--- src/rtl/sram_arbiter_pkg.sv ---
// Shared bus definitions and arbitration helpers for the two-master SRAM arbiter.
// Every bus width and access-size code used by the arbiter comes from here.
package sram_arbiter_pkg;

  localparam int BUS_WIDTH     = 32;
  localparam int BUS_ACC_WIDTH = 2;
  localparam int SRAM_SIZE     = 1 << 19;

  localparam logic [BUS_ACC_WIDTH-1:0] BUS_ACC_1B = 2'd0;
  localparam logic [BUS_ACC_WIDTH-1:0] BUS_ACC_2B = 2'd1;
  localparam logic [BUS_ACC_WIDTH-1:0] BUS_ACC_4B = 2'd2;

  typedef logic [BUS_WIDTH-1:0]     bus_data_t;
  typedef logic [BUS_ACC_WIDTH-1:0] bus_acc_t;

  // Round-robin pick: on contention the port not granted last wins,
  // otherwise whichever single port is pending.
  function automatic logic pick_winner(input logic pend0,
                                       input logic pend1,
                                       input logic last_grant);
    if (pend0 && pend1) begin
      return ~last_grant;
    end
    return pend1;
  endfunction

endpackage

--- src/rtl/sram_arbiter_if.sv ---
// One SRAM bus link; used for both master ports and the controller side.
// Handshake: req is a one-cycle pulse carrying addr/w_rb/acc/wdata; the
// target answers later with a one-cycle resp (rdata valid only with resp)
// or a one-cycle fault; at most one request is outstanding per link.
interface sram_arbiter_if #(
  parameter int AW = $clog2(sram_arbiter_pkg::SRAM_SIZE)
);
  import sram_arbiter_pkg::*;

  logic      req;
  logic [AW-1:0] addr;
  logic      w_rb;
  bus_acc_t  acc;
  bus_data_t wdata;
  bus_data_t rdata;
  logic      resp;
  logic      fault;

  modport master (
    output req,
    output addr,
    output w_rb,
    output acc,
    output wdata,
    input  rdata,
    input  resp,
    input  fault
  );

  modport slave (
    input  req,
    input  addr,
    input  w_rb,
    input  acc,
    input  wdata,
    output rdata,
    output resp,
    output fault
  );

endinterface

--- src/rtl/sram_arb_slot.sv ---
// Per-master pending slot: captures a request pulse, holds it until the arbiter
// clears it, and flags any request that arrives while one is already held.
module sram_arb_slot
  import sram_arbiter_pkg::*;
#(
  parameter int AW = $clog2(SRAM_SIZE)
) (
  input  logic          clk,
  input  logic          rstn,
  input  logic          i_req,
  input  logic [AW-1:0] i_addr,
  input  logic          i_w_rb,
  input  bus_acc_t      i_acc,
  input  bus_data_t     i_wdata,
  input  logic          i_clr,
  output logic          o_pend,
  output logic [AW-1:0] o_addr,
  output logic          o_w_rb,
  output bus_acc_t      o_acc,
  output bus_data_t     o_wdata,
  output logic          o_drop_fault
);

  logic          r_pend;
  logic [AW-1:0] r_addr;
  logic          r_w_rb;
  bus_acc_t      r_acc;
  bus_data_t     r_wdata;
  logic          w_accept;

  // pend stays set through issue and wait, so it alone marks the port busy.
  assign w_accept = i_req && !r_pend;

  always_ff @(posedge clk) begin
    if (!rstn) begin
      r_pend  <= 1'b0;
      r_addr  <= '0;
      r_w_rb  <= 1'b0;
      r_acc   <= '0;
      r_wdata <= '0;
    end else if (w_accept) begin
      r_pend  <= 1'b1;
      r_addr  <= i_addr;
      r_w_rb  <= i_w_rb;
      r_acc   <= i_acc;
      r_wdata <= i_wdata;
    end else if (i_clr) begin
      r_pend  <= 1'b0;
    end
  end

  assign o_pend       = r_pend;
  assign o_addr       = r_addr;
  assign o_w_rb       = r_w_rb;
  assign o_acc        = r_acc;
  assign o_wdata      = r_wdata;
  assign o_drop_fault = rstn && i_req && r_pend;

endmodule

--- src/rtl/sram_arbiter.sv ---
// Two-master (instruction m0, data m1) round-robin arbiter in front of a
// single-outstanding SRAM controller; IDLE -> ISSUE -> WAIT per transfer.
module sram_arbiter
  import sram_arbiter_pkg::*;
#(
  parameter int AW = $clog2(SRAM_SIZE)
) (
  input  logic                clk,
  input  logic                rstn,
  sram_arbiter_if.slave       m0,
  sram_arbiter_if.slave       m1,
  sram_arbiter_if.master      s,
  output logic [1:0]          o_dbg_state,
  output logic                o_dbg_last_grant
);

  typedef enum logic [1:0] {
    ST_IDLE  = 2'd0,
    ST_ISSUE = 2'd1,
    ST_WAIT  = 2'd2
  } state_t;

  state_t r_state;
  state_t w_state_nxt;
  logic   r_grant;
  logic   w_grant_nxt;
  logic   r_last_grant;
  logic   w_last_grant_nxt;

  logic          w_pend0;
  logic          w_pend1;
  logic [AW-1:0] w_addr0;
  logic [AW-1:0] w_addr1;
  logic          w_w_rb0;
  logic          w_w_rb1;
  bus_acc_t      w_acc0;
  bus_acc_t      w_acc1;
  bus_data_t     w_wdata0;
  bus_data_t     w_wdata1;
  logic          w_drop0;
  logic          w_drop1;

  logic [1:0]    w_clr;
  logic [1:0]    w_resp;
  logic [1:0]    w_issue_fault;
  logic          w_s_req;
  logic          w_busy;

  sram_arb_slot #(.AW(AW)) u_slot0 (
    .clk          (clk),
    .rstn         (rstn),
    .i_req        (m0.req),
    .i_addr       (m0.addr),
    .i_w_rb       (m0.w_rb),
    .i_acc        (m0.acc),
    .i_wdata      (m0.wdata),
    .i_clr        (w_clr[0]),
    .o_pend       (w_pend0),
    .o_addr       (w_addr0),
    .o_w_rb       (w_w_rb0),
    .o_acc        (w_acc0),
    .o_wdata      (w_wdata0),
    .o_drop_fault (w_drop0)
  );

  sram_arb_slot #(.AW(AW)) u_slot1 (
    .clk          (clk),
    .rstn         (rstn),
    .i_req        (m1.req),
    .i_addr       (m1.addr),
    .i_w_rb       (m1.w_rb),
    .i_acc        (m1.acc),
    .i_wdata      (m1.wdata),
    .i_clr        (w_clr[1]),
    .o_pend       (w_pend1),
    .o_addr       (w_addr1),
    .o_w_rb       (w_w_rb1),
    .o_acc        (w_acc1),
    .o_wdata      (w_wdata1),
    .o_drop_fault (w_drop1)
  );

  always_ff @(posedge clk) begin
    if (!rstn) begin
      r_state      <= ST_IDLE;
      r_grant      <= 1'b0;
      r_last_grant <= 1'b1;
    end else begin
      r_state      <= w_state_nxt;
      r_grant      <= w_grant_nxt;
      r_last_grant <= w_last_grant_nxt;
    end
  end

  always_comb begin
    w_state_nxt      = r_state;
    w_grant_nxt      = r_grant;
    w_last_grant_nxt = r_last_grant;
    w_clr            = 2'b00;
    w_resp           = 2'b00;
    w_issue_fault    = 2'b00;
    w_s_req          = 1'b0;
    case (r_state)
      ST_IDLE: begin
        if (w_pend0 || w_pend1) begin
          w_grant_nxt = pick_winner(w_pend0, w_pend1, r_last_grant);
          w_state_nxt = ST_ISSUE;
        end
      end
      ST_ISSUE: begin
        w_s_req = 1'b1;
        // A faulted issue does not count as a turn for round-robin.
        if (s.fault) begin
          w_issue_fault[r_grant] = 1'b1;
          w_clr[r_grant]         = 1'b1;
          w_state_nxt            = ST_IDLE;
        end else begin
          w_last_grant_nxt = r_grant;
          w_state_nxt      = ST_WAIT;
        end
      end
      ST_WAIT: begin
        if (s.resp) begin
          w_resp[r_grant] = 1'b1;
          w_clr[r_grant]  = 1'b1;
          w_state_nxt     = ST_IDLE;
        end
      end
      default: begin
        w_state_nxt = ST_IDLE;
      end
    endcase
  end

  // Downstream fields follow the granted slot while a transfer is live.
  assign w_busy  = (r_state != ST_IDLE);
  assign s.req   = w_s_req;
  assign s.addr  = w_busy ? (r_grant ? w_addr1  : w_addr0)  : '0;
  assign s.w_rb  = w_busy ? (r_grant ? w_w_rb1  : w_w_rb0)  : 1'b0;
  assign s.acc   = w_busy ? (r_grant ? w_acc1   : w_acc0)   : '0;
  assign s.wdata = w_busy ? (r_grant ? w_wdata1 : w_wdata0) : '0;

  // Completion pulses are suppressed while reset is held so an abandoned
  // transfer never reports back.
  assign m0.resp  = rstn && w_resp[0];
  assign m1.resp  = rstn && w_resp[1];
  assign m0.rdata = m0.resp ? s.rdata : '0;
  assign m1.rdata = m1.resp ? s.rdata : '0;
  assign m0.fault = w_drop0 || (rstn && w_issue_fault[0]);
  assign m1.fault = w_drop1 || (rstn && w_issue_fault[1]);

  assign o_dbg_state      = r_state;
  assign o_dbg_last_grant = r_last_grant;

endmodule

--- src/flat_wrapper.sv ---
// flat-port wrapper written by rule: the top's interface ports become plain ports
module sram_arbiter_flat import sram_arbiter_pkg::*;
#(
  parameter int AW = $clog2(SRAM_SIZE)
)
  (clk, rstn, o_dbg_state, o_dbg_last_grant, m0_req, m0_addr, m0_w_rb, m0_acc, m0_wdata, m0_rdata, m0_resp, m0_fault, m1_req, m1_addr, m1_w_rb, m1_acc, m1_wdata, m1_rdata, m1_resp, m1_fault, s_req, s_addr, s_w_rb, s_acc, s_wdata, s_rdata, s_resp, s_fault);
  sram_arbiter_if #(.AW(AW)) m0_i ();
  sram_arbiter_if #(.AW(AW)) m1_i ();
  sram_arbiter_if #(.AW(AW)) s_i ();
  input  logic clk;
  input  logic rstn;
  output logic [1:0] o_dbg_state;
  output logic o_dbg_last_grant;
  input wire logic [$bits(m0_i.req)-1:0] m0_req;
  input wire logic [$bits(m0_i.addr)-1:0] m0_addr;
  input wire logic [$bits(m0_i.w_rb)-1:0] m0_w_rb;
  input wire logic [$bits(m0_i.acc)-1:0] m0_acc;
  input wire logic [$bits(m0_i.wdata)-1:0] m0_wdata;
  output wire logic [$bits(m0_i.rdata)-1:0] m0_rdata;
  output wire logic [$bits(m0_i.resp)-1:0] m0_resp;
  output wire logic [$bits(m0_i.fault)-1:0] m0_fault;
  input wire logic [$bits(m1_i.req)-1:0] m1_req;
  input wire logic [$bits(m1_i.addr)-1:0] m1_addr;
  input wire logic [$bits(m1_i.w_rb)-1:0] m1_w_rb;
  input wire logic [$bits(m1_i.acc)-1:0] m1_acc;
  input wire logic [$bits(m1_i.wdata)-1:0] m1_wdata;
  output wire logic [$bits(m1_i.rdata)-1:0] m1_rdata;
  output wire logic [$bits(m1_i.resp)-1:0] m1_resp;
  output wire logic [$bits(m1_i.fault)-1:0] m1_fault;
  output wire logic [$bits(s_i.req)-1:0] s_req;
  output wire logic [$bits(s_i.addr)-1:0] s_addr;
  output wire logic [$bits(s_i.w_rb)-1:0] s_w_rb;
  output wire logic [$bits(s_i.acc)-1:0] s_acc;
  output wire logic [$bits(s_i.wdata)-1:0] s_wdata;
  input wire logic [$bits(s_i.rdata)-1:0] s_rdata;
  input wire logic [$bits(s_i.resp)-1:0] s_resp;
  input wire logic [$bits(s_i.fault)-1:0] s_fault;
  assign m0_i.req = m0_req;
  assign m0_i.addr = m0_addr;
  assign m0_i.w_rb = m0_w_rb;
  assign m0_i.acc = m0_acc;
  assign m0_i.wdata = m0_wdata;
  assign m0_rdata = m0_i.rdata;
  assign m0_resp = m0_i.resp;
  assign m0_fault = m0_i.fault;
  assign m1_i.req = m1_req;
  assign m1_i.addr = m1_addr;
  assign m1_i.w_rb = m1_w_rb;
  assign m1_i.acc = m1_acc;
  assign m1_i.wdata = m1_wdata;
  assign m1_rdata = m1_i.rdata;
  assign m1_resp = m1_i.resp;
  assign m1_fault = m1_i.fault;
  assign s_req = s_i.req;
  assign s_addr = s_i.addr;
  assign s_w_rb = s_i.w_rb;
  assign s_acc = s_i.acc;
  assign s_wdata = s_i.wdata;
  assign s_i.rdata = s_rdata;
  assign s_i.resp = s_resp;
  assign s_i.fault = s_fault;
  sram_arbiter #(.AW(AW)) u_core (.clk(clk), .rstn(rstn), .m0(m0_i), .m1(m1_i), .s(s_i), .o_dbg_state(o_dbg_state), .o_dbg_last_grant(o_dbg_last_grant));
endmodule
--- config.mk ---
export PLATFORM = sky130hd
export DESIGN_NAME = sram_arbiter_flat
export DESIGN_NICKNAME = d
export VERILOG_FILES = /design/src/rtl/sram_arbiter_pkg.sv /design/src/rtl/sram_arbiter_if.sv /design/src/rtl/sram_arb_slot.sv /design/src/rtl/sram_arbiter.sv /design/src/flat_wrapper.sv
export SDC_FILE = /design/constraint.sdc
export NUM_CORES = 1
export LEC_CHECK = 0
export CORE_ASPECT_RATIO = 1.2
export CORE_MARGIN = 3
export CORE_UTILIZATION = 43
export CTS_CLUSTER_SIZE = 14
export DETAILED_ROUTE_END_ITERATION = 16
export GPL_TIMING_DRIVEN = 1
export PLACE_DENSITY = 0.82
export SLEW_MARGIN = 20
export SYNTH_ARGS = -nofsm -noshare
export SYNTH_HDL_FRONTEND = slang
export SYNTH_HIERARCHICAL = 1
export SYNTH_SLANG_ARGS = --single-unit
export TNS_END_PERCENT = 20
--- constraint.sdc ---
create_clock -name clk -period 2.1 [get_ports clk]
set_clock_uncertainty 0.05 [all_clocks]
set_input_delay 0.525 -clock clk [delete_from_list [all_inputs] [get_ports clk]]
set_output_delay 0.525 -clock clk [all_outputs]
set_load 0.02 [all_outputs]
## Word level (Yosys, flattened, before mapping)

Index checks and enable logic that the tools add are counted.

| operators by class | value |
|---|---|
| $lt $le $gt $ge | 2 |
| equal/unequal tests | 4 |
| multiplexer cells | 31 |
| bitwise gates (word level) | 2 |
| reduce and logical (&&, ||, !) cells | 24 |

Operators with widths:

| kind | count |
|---|---|
| two-way mux 32 bit | 4 |
| two-way mux 19 bit | 2 |
| two-way mux 2 bit | 9 |
| two-way mux 1 bit | 13 |
| logical AND 1 bit | 12 |
| one-hot mux 2 bit (3 select lines) | 1 |
| AND reduction 2 bit | 3 |
| nonzero test 2 bit | 3 |
| one-hot mux 2 bit (2 select lines) | 1 |
| logical OR 1 bit | 3 |
| equality test 2 x 1 -> 1 bit (second input constant) | 1 |
| equality test 2 bit (second input constant) | 1 |
| logical NOT 1 bit | 2 |
| logical NOT 2 bit | 1 |
| less-than comparator 1 x 2 -> 1 bit (second input constant) | 1 |
| != test 2 x 1 -> 1 bit (second input constant) | 1 |
| != test 2 bit (second input constant) | 1 |
| inverter 1 bit | 2 |
| demux 1 bit (select 1 bit) | 1 |
| >= comparator 1 bit (second input constant) | 1 |

| storage, ports and cells | value |
|---|---|
| flip-flop bits (word level) | 114 |
| bits of input ports | 146 |

## Depth between registers and ports, before layout

Gate-level depths: netlist of the first run.

| depth | value |
|---|---|
| word-level depth | 8 |
| depth in mapped cells | 7 |

## Modules after synthesis

Netlist of the first run, hierarchy kept.

Modules (own cells, without submodules):

| module | instances | cells each | area an instance (um^2) | sequential area each (um^2) |
|---|---|---|---|---|
| sram_arb_slot | 2 | 239 | 2260.9 | 1101.1 |
| sram_arbiter | 1 | 229 | 1594.0 | 80.1 |

## Worst setup path before layout of the first run

No wires, ideal clock.

| timing path | value |
|---|---|
| path kind | register -> output |
| start point | reg u_core.r_state[1] (netlist: u_core/o_dbg_state[1]) |
| end point | out m0_rdata[22] |
| data arrival time | 1516 ps |
| required time | 1525 ps |
| slack | 9 ps |
| stages on the path, launching flop included | 6 |
| cells stage by stage | dfxtp_1 -> ha_1 -> nand2_1 -> nor3b_4 -> buf_6 -> and2_1 |

| between the ends | value |
|---|---|
| cells in the longest elaborated chain, start to end | 4 |

Ends and longest elaborated chain:

| what | RTL line | text |
|---|---|---|
| start: declaration | sram_arbiter.sv:23 | `state_t r_state;` |
| start signal: assignment | sram_arbiter.sv:89 | `r_state <= w_state_nxt;` |
| equality test 2 bit | sram_arbiter.sv:103 | `case (r_state)` |
| two-way mux 2 bit | sram_arbiter.sv:103 |  |
| logical AND 1 bit | sram_arbiter.sv:145 | `assign m0.resp = rstn && w_resp[0];` |
| net m0_resp | flat_wrapper.sv:20 | `output wire logic [$bits(m0_i.resp)-1:0] m0_resp;` |
| two-way mux 32 bit | sram_arbiter.sv:147 | `assign m0.rdata = m0.resp ? s.rdata : '0;` |
| end: declaration | flat_wrapper.sv:19 | `output wire logic [$bits(m0_i.rdata)-1:0] m0_rdata;` |

The timed path passes the listed nets, and every way through them passes these cells.

## Worst setup path in the final report of the first run

| timing path | value |
|---|---|
| start point | reg u_core.r_state[0] (netlist: u_core/o_dbg_state[0]) |
| end point | out m0_rdata[15] |

| between the ends | value |
|---|---|
| cells in the longest elaborated chain, start to end | 4 |

Ends and longest elaborated chain:

| what | RTL line |
|---|---|
| equality test 2 bit | sram_arbiter.sv:103 |
| two-way mux 2 bit | sram_arbiter.sv:103 |
| logical AND 1 bit | sram_arbiter.sv:145 |
| two-way mux 32 bit | sram_arbiter.sv:147 |

No other way between the ends.

==> summary by stage, run 1 <==
Cells and area
For this run, the number of standard cells in the final layout without fillers is between 1k and 1.5k. In the final layout, the share of cells above drive strength 1 is 0.253. The post-layout net count is about 1.1k.

The number of fill cells is around 1.1k. Summing all flip-flop and latch instances after layout gives 2290 sq um. Summing all multi-input logic gate instances after layout gives about 3500 sq um. The area growth from synthesis to layout is 57.9%.

CTS
For this design, the sink count on the clock tree is 114. TritonCTS created 17 clock buffers. Clock-pin slew was measured on the worst setup and hold paths at ~60 ps. The CTS tree is yes. The maximum buffer depth of the clock tree is 2. After clock tree synthesis, the flow added hold-fix buffers numbering 0. The depth of the CTS H-tree is 4. The clock latency on the worst-skew pair is 390 ps. The cell at the root of the clock tree is clkbuf_16.

Synthesis
For this run, the register share of the synthesized area comes to 0.373. Of all cell types, the one taking the most synthesized area is dfxtp_1. After synthesis, the cell types taking the most area are dfxtp_1 (37%), mux2i_1 (27%), nand2_1 (14%). In the synthesized netlist, the cells that appear most often are nand2_1 (228), mux2i_1 (163), dfxtp_1 (114). The total of flip-flops plus latches after synthesis is around 110.

Counting flops with a built-in enable in the synthesized netlist gives 0. The share of synthesized area in the top cell type comes to 0.373. For this run, the number of Yosys warnings is 6. The distinct cell type count after synthesis is 27.

After synthesis, the mean cell area works out to ~8.7 sq um. In the synthesized netlist, the number of instances is between 700 and 800. The dominant synthesized flop cell is dfxtp_1. The share of flip-flops with an asynchronous set or reset after synthesis is 0. The total nets after synthesis is about 860. The cell area that synthesis handed to floorplanning was ~6100 sq um. In the post-synthesis netlist, the cell with the most instances is nand2_1.

Floorplan
After floorplanning, the core was divided into 47 placement rows. During I/O placement, the number of pins put on the boundary was around 270. In this run the standard cell core region covers 13,900 sq um. Measured along the x axis, the die boundary spans between 100 and 150 um.

The floorplan step defined a die boundary enclosing between 15,000 and 20,000 sq um. The floorplan step set the die height to approximately 140 um. The initial utilization of the core area, before any placement, comes to 0.441.

Timing
The worst-case setup margin in the final layout is -237 ps. Setup violations remaining at the end of the flow were counted as 112. The tightest slew margin relative to the limit is 0.380. The count of endpoints failing hold in the final timing report is 0. The highest achievable clock rate is about 430 MHz. The number of slew-limit violations in the final report is 0. The clock period minus worst slack is 2340 ps. The slew at the pin with the worst max-slew slack is about 930 ps. Setup repair after global routing could not meet its margin everywhere. Dividing the final minimum period by the clock period gives 1.11. The worst-case hold slack is a little over 400 ps.

Status
The final reports fail on setup timing. The flow ran to the end, but the final reports show violations.

Placed design
Summed over all nets, the half-perimeter wirelength after detailed placement is between 10 and 15 mm. The number of I/O port buffers is 271. Once placement completed, the tool counted placed cells totaling about 1.1k. The post-placement setup slack is -809 ps. The weighted congestion reported at the end of routability-driven placement is roughly 0.82.

Routing
The final layout contains routed wiring with a total length of roughly 19 mm. Detailed routing inserted a total of between 5k and 6k vias. The number of DRC violations after detailed-routing iteration 0 is 261. Dividing the detail-routed wire length by the instance count gives 16.0 um. After detailed routing, the number of vias per cell comes to about 4.8. In the routed design, unresolved DRC markers number 0. The total iterations of the first detailed-routing run is 4.

In this run the remaining antenna-violating nets after routing total 0.

Pwr
For this design the ratio of total power to cell area is ~680 nW/um^2. The total leakage power is roughly 4.2 nW. Across the VDD grid, the largest voltage drop is about 0.67 mV.

Worst setup path
The type of destination of the critical path is an output pin. The largest fanout on the critical path is 5. For the worst flop-to-flop path, the logic depth is 9. The worst path arrival time is roughly 1800 ps. The data required time at the worst endpoint is approximately 1500 ps. The startpoint type of the worst setup path is a register. The category of the most critical setup path is reg2out.

Hold path
The worst hold path passes through 2 cells. In this run the worst hold path is classified as reg2reg.

Job
Across the run, the number of max-cap violations was 0.

Global route
The number of global-route vias before repair came to 5,603. The total global-route track usage is 0.227. Entering global routing, the biggest net connects roughly 120 pins. Global routing finished with a remaining overflow of 0. The number of antenna violations at the first check in global routing is 2.

The global-route wire length before repair is between 20 and 30 mm.
area by class of cell:
class,count,share of cell area
multi-input cells,535,0.360
repair buffers,307,0.316
flip-flops and latches,114,0.237
clock buffers,18,0.0445
well taps,171,0.0222
clock inverters,14,0.0183
inverters,3,0.00143
diodes,1,0.000259
flip-flops by register name (all words and copies together) (netlist names), 2 cells and up:
register	flops
u_core/u_slot0/o_addr	19
u_core/u_slot0/o_wdata	32
u_core/u_slot1/o_acc	2
u_core/o_dbg_state	2
u_core/u_slot1/o_addr	19
u_core/u_slot1/o_wdata	32
u_core/u_slot0/o_acc	2
what timing repair did:
item,in CTS,in global routing
hold endpoints to repair,0,0
cloned,3,2
setup endpoints to repair,123,124
buffers inserted,3,1
pin swaps,4,17
gates resized for setup,653,83
cell families (layout without fill, tap and decap cells):
logic type | after synthesis | count (layout) | synth area share
muxes | 163 | 163 | 0.267
AOI/OAI and AO/OA | 11 | 11 | 0.0137
DFF | 114 | 114 | 0.373
and+or+nand+nor | 357 | 357 | 0.255
buffers and inverters | 58 | 342 | 0.0837
other | 0 | 1 | 0
adders and majority gates | 4 | 4 | 0.00818
metal layers:
layer,vias up,part of all wire,wire length (um),track usage
met5,-,0.00070,13,0
met4,2,0.040,743,0.0998
met3,46,0.067,1250,0.0637
met2,203,0.51,9410,0.409
met1,2527,0.39,7160,0.246
li1,2828,-,-,-
path summary, 6_finish.rpt:
| path | from | end | slack, ps |
|---|---|---|---|
| worst max-delay path | u_core/o_dbg_state[0]$_SDFFE_PN0P_ | m0_rdata[15] | -240 |
| worst min-delay path | u_core/u_slot0/o_addr[4]$_SDFFE_PN0P_ | u_core/u_slot0/o_addr[4]$_SDFFE_PN0P_ | 400 |
| worst max register to register | u_core/o_dbg_state[1]$_SDFFE_PN0P_ | u_core/u_slot0/o_pend$_SDFFE_PN0P_ | 660 |
| worst min register to register | u_core/u_slot0/o_addr[4]$_SDFFE_PN0P_ | u_core/u_slot0/o_addr[4]$_SDFFE_PN0P_ | 400 |
power breakdown:
| group | switching (mW) | leakage (nW) | internal, mW |
|---|---|---|---|
| clock network | 1.07 | 0.292 | 1.88 |
| registers | 0.0783 | 0.939 | 2.31 |
| logic | 0.581 | 2.95 | 0.652 |
layout by cell type, fill, tap and decap left out, types with 5 or more instances in the layout:
master	Yosys	routed
mux2i_1	163	163
nand2_1	228	226
buf_4	2	89
and2_4	0	34
and2_1	64	30
dfxtp_1	114	111
buf_12	12	10
buf_6	7	59
inv_6	0	5
clkdlybuf4s50_1	0	145
nor2_2	1	11
nor2_1	55	44
clkbuf_16	0	19
worst max-delay path, cell delays in order (launching register included):
cell and delay, ps:
dfxtp_2 320, inv_2 70, ha_4 140, nand2_4 70
nor3b_4 220, buf_6 160, clkbuf_16 140, and2_4 140
buf_6 110
stage by stage:
step | power, mW | util | TNS [ps] | area [sq um]
after global placement | 3.63 | 0.640 | -55170 | 8880
final | 6.57 | 0.696 | -9620 | 9650
after global routing | 6.84 | 0.696 | -19170 | 9650
after detailed placement | 3.65 | 0.640 | -55550 | 8880
after floorplan | 3.12 | - | 0 | 6120
after CTS | 6.61 | 0.677 | -16280 | 9390
(Power assumes the default switching activity.)
==> inputs of run 2 (changes only) <==
--- a/config.mk
+++ b/config.mk
@@ -5,7 +5,6 @@
 export SDC_FILE = /design/constraint.sdc
 export NUM_CORES = 1
 export LEC_CHECK = 0
-export CORE_ASPECT_RATIO = 1.2
 export CORE_MARGIN = 3
 export CORE_UTILIZATION = 43
 export CTS_CLUSTER_SIZE = 14
==> run 2 against run 1 <==
  * The flow still finishes with violations (setup timing)
  * Final area grew 2.5%
  * Clock power up 3%
  * Routed wire length hardly changed
  * Final cell count increased by 0.43%
  * Maximum frequency grew 1.5%
  * First-iteration DRC count shrank 14%
  * Register-to-register slack gained 30 ps
  * Clock-buffer cell count grew 5
  * Critical path type unchanged
  * Largest power group unchanged
==> summary by stage, run 2 (synthesis gave the netlist of run 1 again) <==
Status
The flow ran to the end, but the final reports show violations. The checks that failed: setup timing.

Worst setup path
The data required time at the worst endpoint is between 1500 and 2000 ps. The category of the most critical setup path is reg2out. STA classifies the critical path startpoint as a register. The critical path goes through inv_2, ha_4, nand2_4, nor3b_4, buf_6, and2_1, buf_4. The largest fanout on the critical path is 17. The type of destination of the critical path is an output pin. At the worst endpoint, the arrival time is ~1700 ps. The reg-to-reg critical path startpoint is u_core/o_dbg_state[1]$_SDFFE_PN0P_. In this design, the stage delay of the slowest critical-path cell is about 320 ps. The critical path's slowest cell is dfxtp_2. The beginning of the critical path is u_core/o_dbg_state[0]$_SDFFE_PN0P_.

Timing
Setup repair after global routing could not meet its margin everywhere. The number of slew-limit violations in the final report is 0. The share of the cycle needed by the critical path after routing is 1.10. The final number of setup-violating endpoints is just over 100. The clock period minus worst slack is about 2300 ps. Measured against its own limit, the worst slew margin works out to 0.498. The count of endpoints failing hold in the final timing report came to 0. After layout, the worst setup slack is -202 ps. The slew at the pin with the worst max-slew slack is around 750 ps.

Timing would allow up to 434 MHz.

Cells and area
The area growth from synthesis to layout is 61.8%. The summed area of non-filler cells in the final layout is between 9000 and 10,000 sq um. Leaving out fill and tap cells, the most frequent cell in the layout is nand2_1. Fill cells in the final layout number about 1.1k. The library cells used most frequently in the layout, excluding fill and tap cells, are nand2_1 (227), mux2i_1 (162), clkdlybuf4s50_1 (144).

The post-layout instance count excluding filler cells is about 1.2k. The share of layout cells above drive strength 1 is 0.287. At the end of the flow, the number of nets in the layout was roughly 1.1k.

Pwr
For this design the ratio of total power to cell area is roughly 700 nW/um^2. IR analysis of the VDD net gives a maximum drop of 0.419 mV. The total leakage power is between 4 and 5 nW. Summing internal, switching and leakage power gives 6.74 mW.

Global route
The number of antenna violations at the first check in global routing is 2. The global-route wire length before repair is 28.7 mm. The number of global-route vias before repair is approximately 5.7k. The total overflow left after global routing is 0. Across every metal layer, demand over resource in global routing totals 0.225. The largest net degree at the start of global routing is 83.

Routing
The remaining number of nets flagged by the antenna check after routing is 0. The final layout contains routed wiring with a total length of around 19 mm. The overall via count from detail_route is roughly 5.7k. The detail-routed via count per cell is just under 5. The number of DRC violations after detailed routing is 0.

The total iterations of the first detailed-routing run is 5. The number of DRC violations after detailed-routing iteration 0 is 224. Dividing the detail-routed wire length by the instance count gives 15.9 um.

CTS
After clock tree synthesis, the clock-pin slew on the worst setup and hold paths is approximately 50 ps. For the worst-skew pair, the clock arrives at the later sink with an insertion delay of about 390 ps. The total of hold buffers inserted after clock tree synthesis is 0. The maximum buffer depth of the clock tree is 2.

The CTS tree is yes. The cell at the root of the clock tree is clkbuf_16. The number of buffers added by the clock tree synthesis step is 17. The total number of clock tree sinks is roughly 110. The depth of the CTS H-tree is 4.

Placed design
At the end of routability-driven placement, the weighted congestion stood at approximately 0.92. After detailed placement, the design holds a cell count of 1,131. The number of I/O port buffers is roughly 270. Timing analysis after detailed placement gives a worst setup slack of -841 ps. The placement-stage cell area is 8940 sq um. The HPWL after detailed placement is 13.1 mm.

Floorplan
The floorplan die height is 125 um. 272 I/O pins were placed. The die covers approximately 16,000 sq um. For this configuration, the core starts out at a cell density of 0.451. The total core area is approximately 14,000 sq um. The placement row count is 42. The die is around 130 um wide.

Hold path
The worst hold path belongs to the class reg2reg. The start point of the worst min-delay path is u_core/u_slot1/o_addr[17]$_SDFFE_PN0P_.

Job
Max-cap violations in this run came to 0.
==> run 2: area by class of cell <==
class,count,area [sq um],area share
repair buffers,308,3160,0.319
diodes,2,5.00,0.000506
clock buffers,23,519,0.0525
multi-input cells,535,3570,0.360
clock inverters,7,120,0.0121
well taps,176,220,0.0222
flip-flops and latches,114,2290,0.231
inverters,3,16.3,0.00164
==> run 2: critical path: cells and delay by family (launching register included) <==
kind | cells | cell delay (ps)
DFF | 1 | 320
buffers and inverters | 3 | 420
and+or+nand+nor | 3 | 460
adders and majority gates | 1 | 140
==> run 2: layer usage <==
metal	GRT usage	vias up	routed length, um
met5	0	-	0
li1	-	2833	-
met4	0.0918	0	437
met1	0.252	2617	7480
met2	0.390	193	9450
met3	0.0789	26	1200
==> run 2: final timing paths <==
check,cells after the start,slack [ps],to
setup / recovery,7,-200,m0_rdata[9]
setup reg to reg,9,690,u_core/u_slot0/o_pend$_SDFFE_PN0P_
hold / removal,2,400,u_core/u_slot1/o_addr[17]$_SDFFE_PN0P_
hold reg to reg,2,400,u_core/u_slot1/o_addr[17]$_SDFFE_PN0P_
==> run 2: per-stage QoR <==
step | util | hold slack [ps] | TNS (ps)
4_1_cts | 0.704 | 406 | -24710
5_1_grt | 0.730 | 424 | -18270
2_1_floorplan | - | 384 | 0
3_3_place_gp | 0.660 | 391 | -56300
3_5_place_dp | 0.660 | 396 | -57610
6_report | 0.730 | 404 | -8810
==> run 2: power breakdown <==
group / switching [mW] / internal [mW] / total, mW
registers: 0.0801 / 2.31 / 2.39
clock network: 0.963 / 2.08 / 3.05
logic: 0.610 / 0.691 / 1.30
total: 1.65 / 5.09 / 6.74
==> run 2: what timing repair did <==
item,4_1_cts,5_1_grt
gates cloned,1,1
pin swaps,2,28
endpoints found under the setup margin,123,125
resized for setup,457,333
setup buffers,3,2
==> inputs of run 3 (changes only) <==
--- a/config.mk
+++ b/config.mk
@@ -11,6 +11,7 @@
 export DETAILED_ROUTE_END_ITERATION = 16
 export GPL_TIMING_DRIVEN = 1
 export PLACE_DENSITY = 0.82
+export RECOVER_POWER = 25
 export SLEW_MARGIN = 20
 export SYNTH_ARGS = -nofsm -noshare
 export SYNTH_HDL_FRONTEND = slang
==> results of run 3 <==
Same layout as run 2: the final DEF is identical, and so are final timing and power.
==> patch 1: new RTL, flow settings as in run 2 <==
Register the output `o_dbg_state` once more, with the module's reset; this adds one clock of latency there. The other outputs are not delayed to match.
--- a/src/rtl/sram_arbiter.sv
+++ b/src/rtl/sram_arbiter.sv
@@ -149,7 +149,13 @@
   assign m0.fault = w_drop0 || (rstn && w_issue_fault[0]);
   assign m1.fault = w_drop1 || (rstn && w_issue_fault[1]);
 
-  assign o_dbg_state      = r_state;
+  always_ff @(posedge clk) begin
+    if (!rstn) begin
+      o_dbg_state <= '0;
+    end else begin
+      o_dbg_state <= r_state;
+    end
+  end
   assign o_dbg_last_grant = r_last_grant;
 
 endmodule
Function: changed (Yosys sat finds a counterexample within 4 cycles, from zero or initial values and one cycle with rstn low).
==> patch 1 against run 2 <==
The run still ends with setup timing left. Routed wire length down 0.38%. Largest power group unchanged. First-iteration DRC count increased by 18%. Power down 4.3%. Worst hold slack barely moved. Global-route usage down 0.67 points. Register-to-register slack got worse by 0.20 ns. Final area fell by 1.2%. Count of clock-buffer cells in the layout is 3 lower. Sequential cell count rose by 2. Area after synthesis rose by 1.3%. Sequential power up 2%. Clock power is 11% lower. Worst setup slack lost 0.039 ns.
==> patch 1: results (changes against run 2) <==
| Metric | Value |
|---|---|
| Drt via density | 4.85 (about the same) |
| Nets | 1135 (was 1129) |
| Net Sw Frac | 26.6% (was 24.5%) |
| Final Setup Violations | 122 (was 101) |
| Reg2Reg Setup Slack | 0.49 ns (was 0.69 ns) |
| Multi-input gate share of the layout cell area | 36.3% (was 36.0%) |
| Hold path endpoint | u_core/u_slot0/o_wdata[28]$_SDFFE_PN0P_ (was u_core/u_slot1/o_addr[17]$_SDFFE_PN0P_) |
| VDD IR-drop max | 0.423 mV (was 0.419 mV) |
| Bufs w/o clock | 310 (was 308) |
| Largest net degree at the start of global routing | 205 (was 83) |
| Met2 Usage GRT | 38.6% (was 39.0%) |
| Drt initial violations | 265 (was 224) |
| Status | complete, but fails checks (unchanged) |
| Number of global-route vias before repair | 5548 (was 5690) |
| Layout clock buffers | 20 (was 23) |
| Leading post-synthesis cells by cell area | dfxtp_1 (37%), mux2i_1 (27%), nand2_1 (14%) (unchanged) |
| Adder-cell share of the synthesized area | 0.808% (was 0.818%) |
| Synth cell count leaders | nand2_1 (227), mux2i_1 (164), dfxtp_1 (116), nor2_1 (55), and2_1 (53) (was nand2_1 (228), mux2i_1 (163), dfxtp_1 (114), and2_1 (64), nor2_1 (55)) |
| Data buffer area share | 31.6% (was 31.9%) |
| First-pass GRT wire length | 28200 µm (was 28700 µm) |
| Setup slack after layout | -0.241 ns (was -0.202 ns) |
| Hold_sp | u_core/u_slot0/o_wdata[28]$_SDFFE_PN0P_ (was u_core/u_slot1/o_addr[17]$_SDFFE_PN0P_) |
| Number of non-clock inverters | 4 (was 3) |
| Static leakage | 0.00419 µW (was 0.00426 µW) |
| Post-synthesis cell type count | 28 (was 27) |
| Slew margin rel. | 37.9% (was 49.8%) |
| Failing checks | setup timing (unchanged) |
| GR Util met1 | 24.2% (was 25.2%) |
| Die width | 126 µm (was 125 µm) |
| Pre-Repair DR Iteration Count | 6 (was 5) |
| Comb_multi_in | 536 (was 535) |
## patch 1: cell families after synthesis
kind of cell	Yosys count
AO/OA/AOI/OAI	10
buffers and inverters	60
multiplexers	164
flip-flops	116
AND/OR/NAND/NOR	358
adder cells (fa/ha/maj)	4
## patch 1: routing by layer
metal / share of wire, % / vias up
li1: - / 2858
met1: 39 / 2656
met2: 52 / 189
met3: 7.8 / 16
met4: 1.2 / 0
met5: 0 / -
## patch 1: metrics by stage
| step | hold WS [ns] | setup WS, ns | util, % | TNS, ns |
|---|---|---|---|---|
| global route | 0.416 | -0.314 | 69.9 | -23.19 |
| floorplan | 0.384 | 0.174 | - | 0 |
| finish | 0.404 | -0.241 | 69.9 | -14.40 |
| global placement | 0.392 | -0.726 | 64.3 | -49.31 |
| detailed placement | 0.396 | -0.792 | 64.3 | -51.76 |
| CTS | 0.406 | -0.296 | 66.9 | -26.02 |
==> patch 2: new RTL, settings of run 2 <==
Without the edit above. Set the package constant `BUS_ACC_WIDTH` to 3 (it was 2).
--- a/src/rtl/sram_arbiter_pkg.sv
+++ b/src/rtl/sram_arbiter_pkg.sv
@@ -3,7 +3,7 @@
 package sram_arbiter_pkg;
 
   localparam int BUS_WIDTH     = 32;
-  localparam int BUS_ACC_WIDTH = 2;
+  localparam int BUS_ACC_WIDTH = 3;
   localparam int SRAM_SIZE     = 1 << 19;
 
   localparam logic [BUS_ACC_WIDTH-1:0] BUS_ACC_1B = 2'd0;
Interface: changed (resized m0_acc, m1_acc and s_acc); port bits go from 272 to 275. No check against the original RTL was run, so the function may have changed too.
==> patch 2 against run 2 <==
The run still ends with setup timing left. Final area rose by 0.30%. Maximum frequency fell by 2.8%. Combinational power barely moved. Routed wire length rose by 3.0%. Synthesized cell count rose by 1.4%. Core utilization fell by 2.0 points. Sequential cell count rose by 2. Power fell by 1.4%. Area after synthesis rose by 1.3%. First-iteration DRC count rose by 13%. Worst setup slack got worse by 0.067 ns. Global-route usage rose by 0.25 points. Highest routed layer is now met5.
==> patch 2: results (changes against run 2) <==
| Metric | Value |
|---|---|
| CTS clk-pin slew, worst paths | 0.05 ns (about the same) |
| Setup TNS | -14.63 ns (was -8.81 ns) |
| Slew at the pin closest to its max-slew limit | 0.687 ns (was 0.753 ns) |
| Synth Net Count | 869 (was 857) |
| Synth async-reset ratio | 0% (unchanged) |
| Power density over cell area | 669 nW/µm² (was 681 nW/µm²) |
| Failing checks | setup timing (unchanged) |
| Number of global-route vias before repair | 5677 (was 5690) |
| Ys Warns | 6 (unchanged) |
| Final hold slack | 0.323 ns (was 0.404 ns) |
| GP Congestion | 0.851 (was 0.922) |
| Clock network power share | 43.8% (was 45.2%) |
| DR vias | 5753 (was 5669) |
| Seq group | 2430 µW (was 2390 µW) |
| Port-buffer cells | 274 (was 271) |
| Nets | 1147 (was 1129) |
| Antenna violations before repair | 3 (was 2) |
| Share of layout cells above drive strength 1 | 25.9% (was 28.7%) |
| Synth cell count leaders | nand2_1 (232), mux2i_1 (166), dfxtp_1 (116), and2_1 (64), nor2_1 (56) (was nand2_1 (228), mux2i_1 (163), dfxtp_1 (114), and2_1 (64), nor2_1 (55)) |
| Final Setup Violations | 121 (was 101) |
| Post-synthesis cell type count | 28 (was 27) |
| Bufs on Longest Clock Path | 2 (unchanged) |
| GRT Total Usage | 22.7% (was 22.5%) |
| Root buffer cell | clkbuf_16 (unchanged) |
| Leading post-synthesis cells by cell area | dfxtp_1 (37%), mux2i_1 (27%), nand2_1 (14%) (unchanged) |
| Reg2Reg Setup Slack | 0.67 ns (was 0.69 ns) |
| Routed WL | 19100 µm (was 18600 µm) |
| Arr. time, crit path | 1.79 ns (was 1.73 ns) |
| Post-DP HPWL | 13300 µm (was 13100 µm) |
| Status | complete, but fails checks (unchanged) |
| Net Sw Frac | 26.0% (was 24.5%) |
| Drt via density | 4.83 (was 4.85) |
| VDD IR-drop max | 0.508 mV (was 0.419 mV) |
| Htree depth | 4 (unchanged) |
| DP Worst Slack | -0.804 ns (was -0.841 ns) |
| Worst-skew pair later-pin latency | 0.42 ns (was 0.39 ns) |
| Pre-Repair DR Iteration Count | 4 (was 5) |
| Sequential area share after synthesis | 37.5% (was 37.3%) |
| First-pass GRT wire length | 28800 µm (was 28700 µm) |
| Worst hold path type | input port to register (was register to register) |
| FILL cells | 1100 (was 1054) |
| Static leakage | 0.00425 µW (was 0.00426 µW) |
| CP Max Fanout | 8 (was 17) |
| Largest net degree at the start of global routing | 74 (was 83) |
| Drt initial violations | 252 (was 224) |
| CTS buffer count | 17 (unchanged) |
| Setup slack after layout | -0.269 ns (was -0.202 ns) |
==> patch 2: changes by cell type after synthesis <==
cell / run 2 / this run
dfxtp_1: 114 / 116
buf_2: 29 / 23
mux2i_1: 163 / 166
buf_4: 2 / 3
buf_1: 0 / 2
nor2_1: 55 / 56
nand2_1: 228 / 232
clkbuf_1: 3 / 7
buf_6: 7 / 6
==> patch 2: critical path: stages (launching register included) <==
cell	delay (ns)
dfxtp_2	0.32
inv_2	0.07
ha_4	0.14
nand2_4	0.06
nor3b_4	0.20
buf_6	0.17
clkbuf_16	0.17
and2_4	0.14
buf_6	0.11
==> patch 2: path summary, 6_finish.rpt <==
| kind | startpoint | endpoint | cells past startpoint |
|---|---|---|---|
| min reg2reg | u_core/u_slot1/o_acc[2]$_SDFFE_PN0P_ | u_core/u_slot1/o_acc[2]$_SDFFE_PN0P_ | 2 |
| max reg2reg | u_core/o_dbg_state[1]$_SDFFE_PN0P_ | u_core/u_slot0/o_pend$_SDFFE_PN0P_ | 9 |
| max | u_core/o_dbg_state[0]$_SDFFE_PN0P_ | m0_rdata[8] | 8 |
| min | rstn | u_core/o_dbg_state[0]$_SDFFE_PN0P_ | 2 |
==> patch 2: kinds of logic (layout without fill, tap and decap cells) <==
group / Yosys count / in the layout / synth area share (%)
flops: 116 / 116 / 37.5
fa+ha+maj: 4 / 4 / 0.808
mux: 166 / 166 / 26.8
simple gates: 362 / 362 / 25.4
compound gates: 11 / 11 / 1.35
other cells: 0 / 2 / 0
buf+inv: 58 / 349 / 8.08
==> patch 2: through the flow <==
| step | instance area [µm²] | instances |
|---|---|---|
| 2_1_floorplan | 6190 | 717 |
| 3_3_place_gp | 9040 | 1150 |
| 3_5_place_dp | 9040 | 1150 |
| 4_1_cts | 9630 | 1185 |
| 5_1_grt | 9930 | 1190 |
| 6_report | 9930 | 1190 |
==> patch 2: area by class of cell <==
| type | count | area share (%) |
|---|---|---|
| tap | 180 | 2.27 |
| clock inverter | 14 | 1.61 |
| multi-input combinational | 543 | 35.7 |
| timing repair buffer | 314 | 32.3 |
| sequential | 116 | 23.5 |
| inverter | 3 | 0.113 |
| antenna | 2 | 0.0504 |
| clock buffer | 18 | 4.42 |
==> patch 2: routing by layer <==
layer / global-route usage, % / part of all wire, % / vias up
met2: 39.2 / 50 / 201
met4: 9.34 / 3.2 / 2
met5: 0 / 0.068 / -
met1: 25.4 / 40 / 2640
met3: 8.23 / 7.0 / 36
li1: - / - / 2874
==> patch 2: timing repair <==
action | CTS | global route
pin swaps | 3 | 22
cloned | 1 | 2
setup buffers | 2 | 1
resized for setup | 674 | 84
setup endpoints to repair | 125 | 125
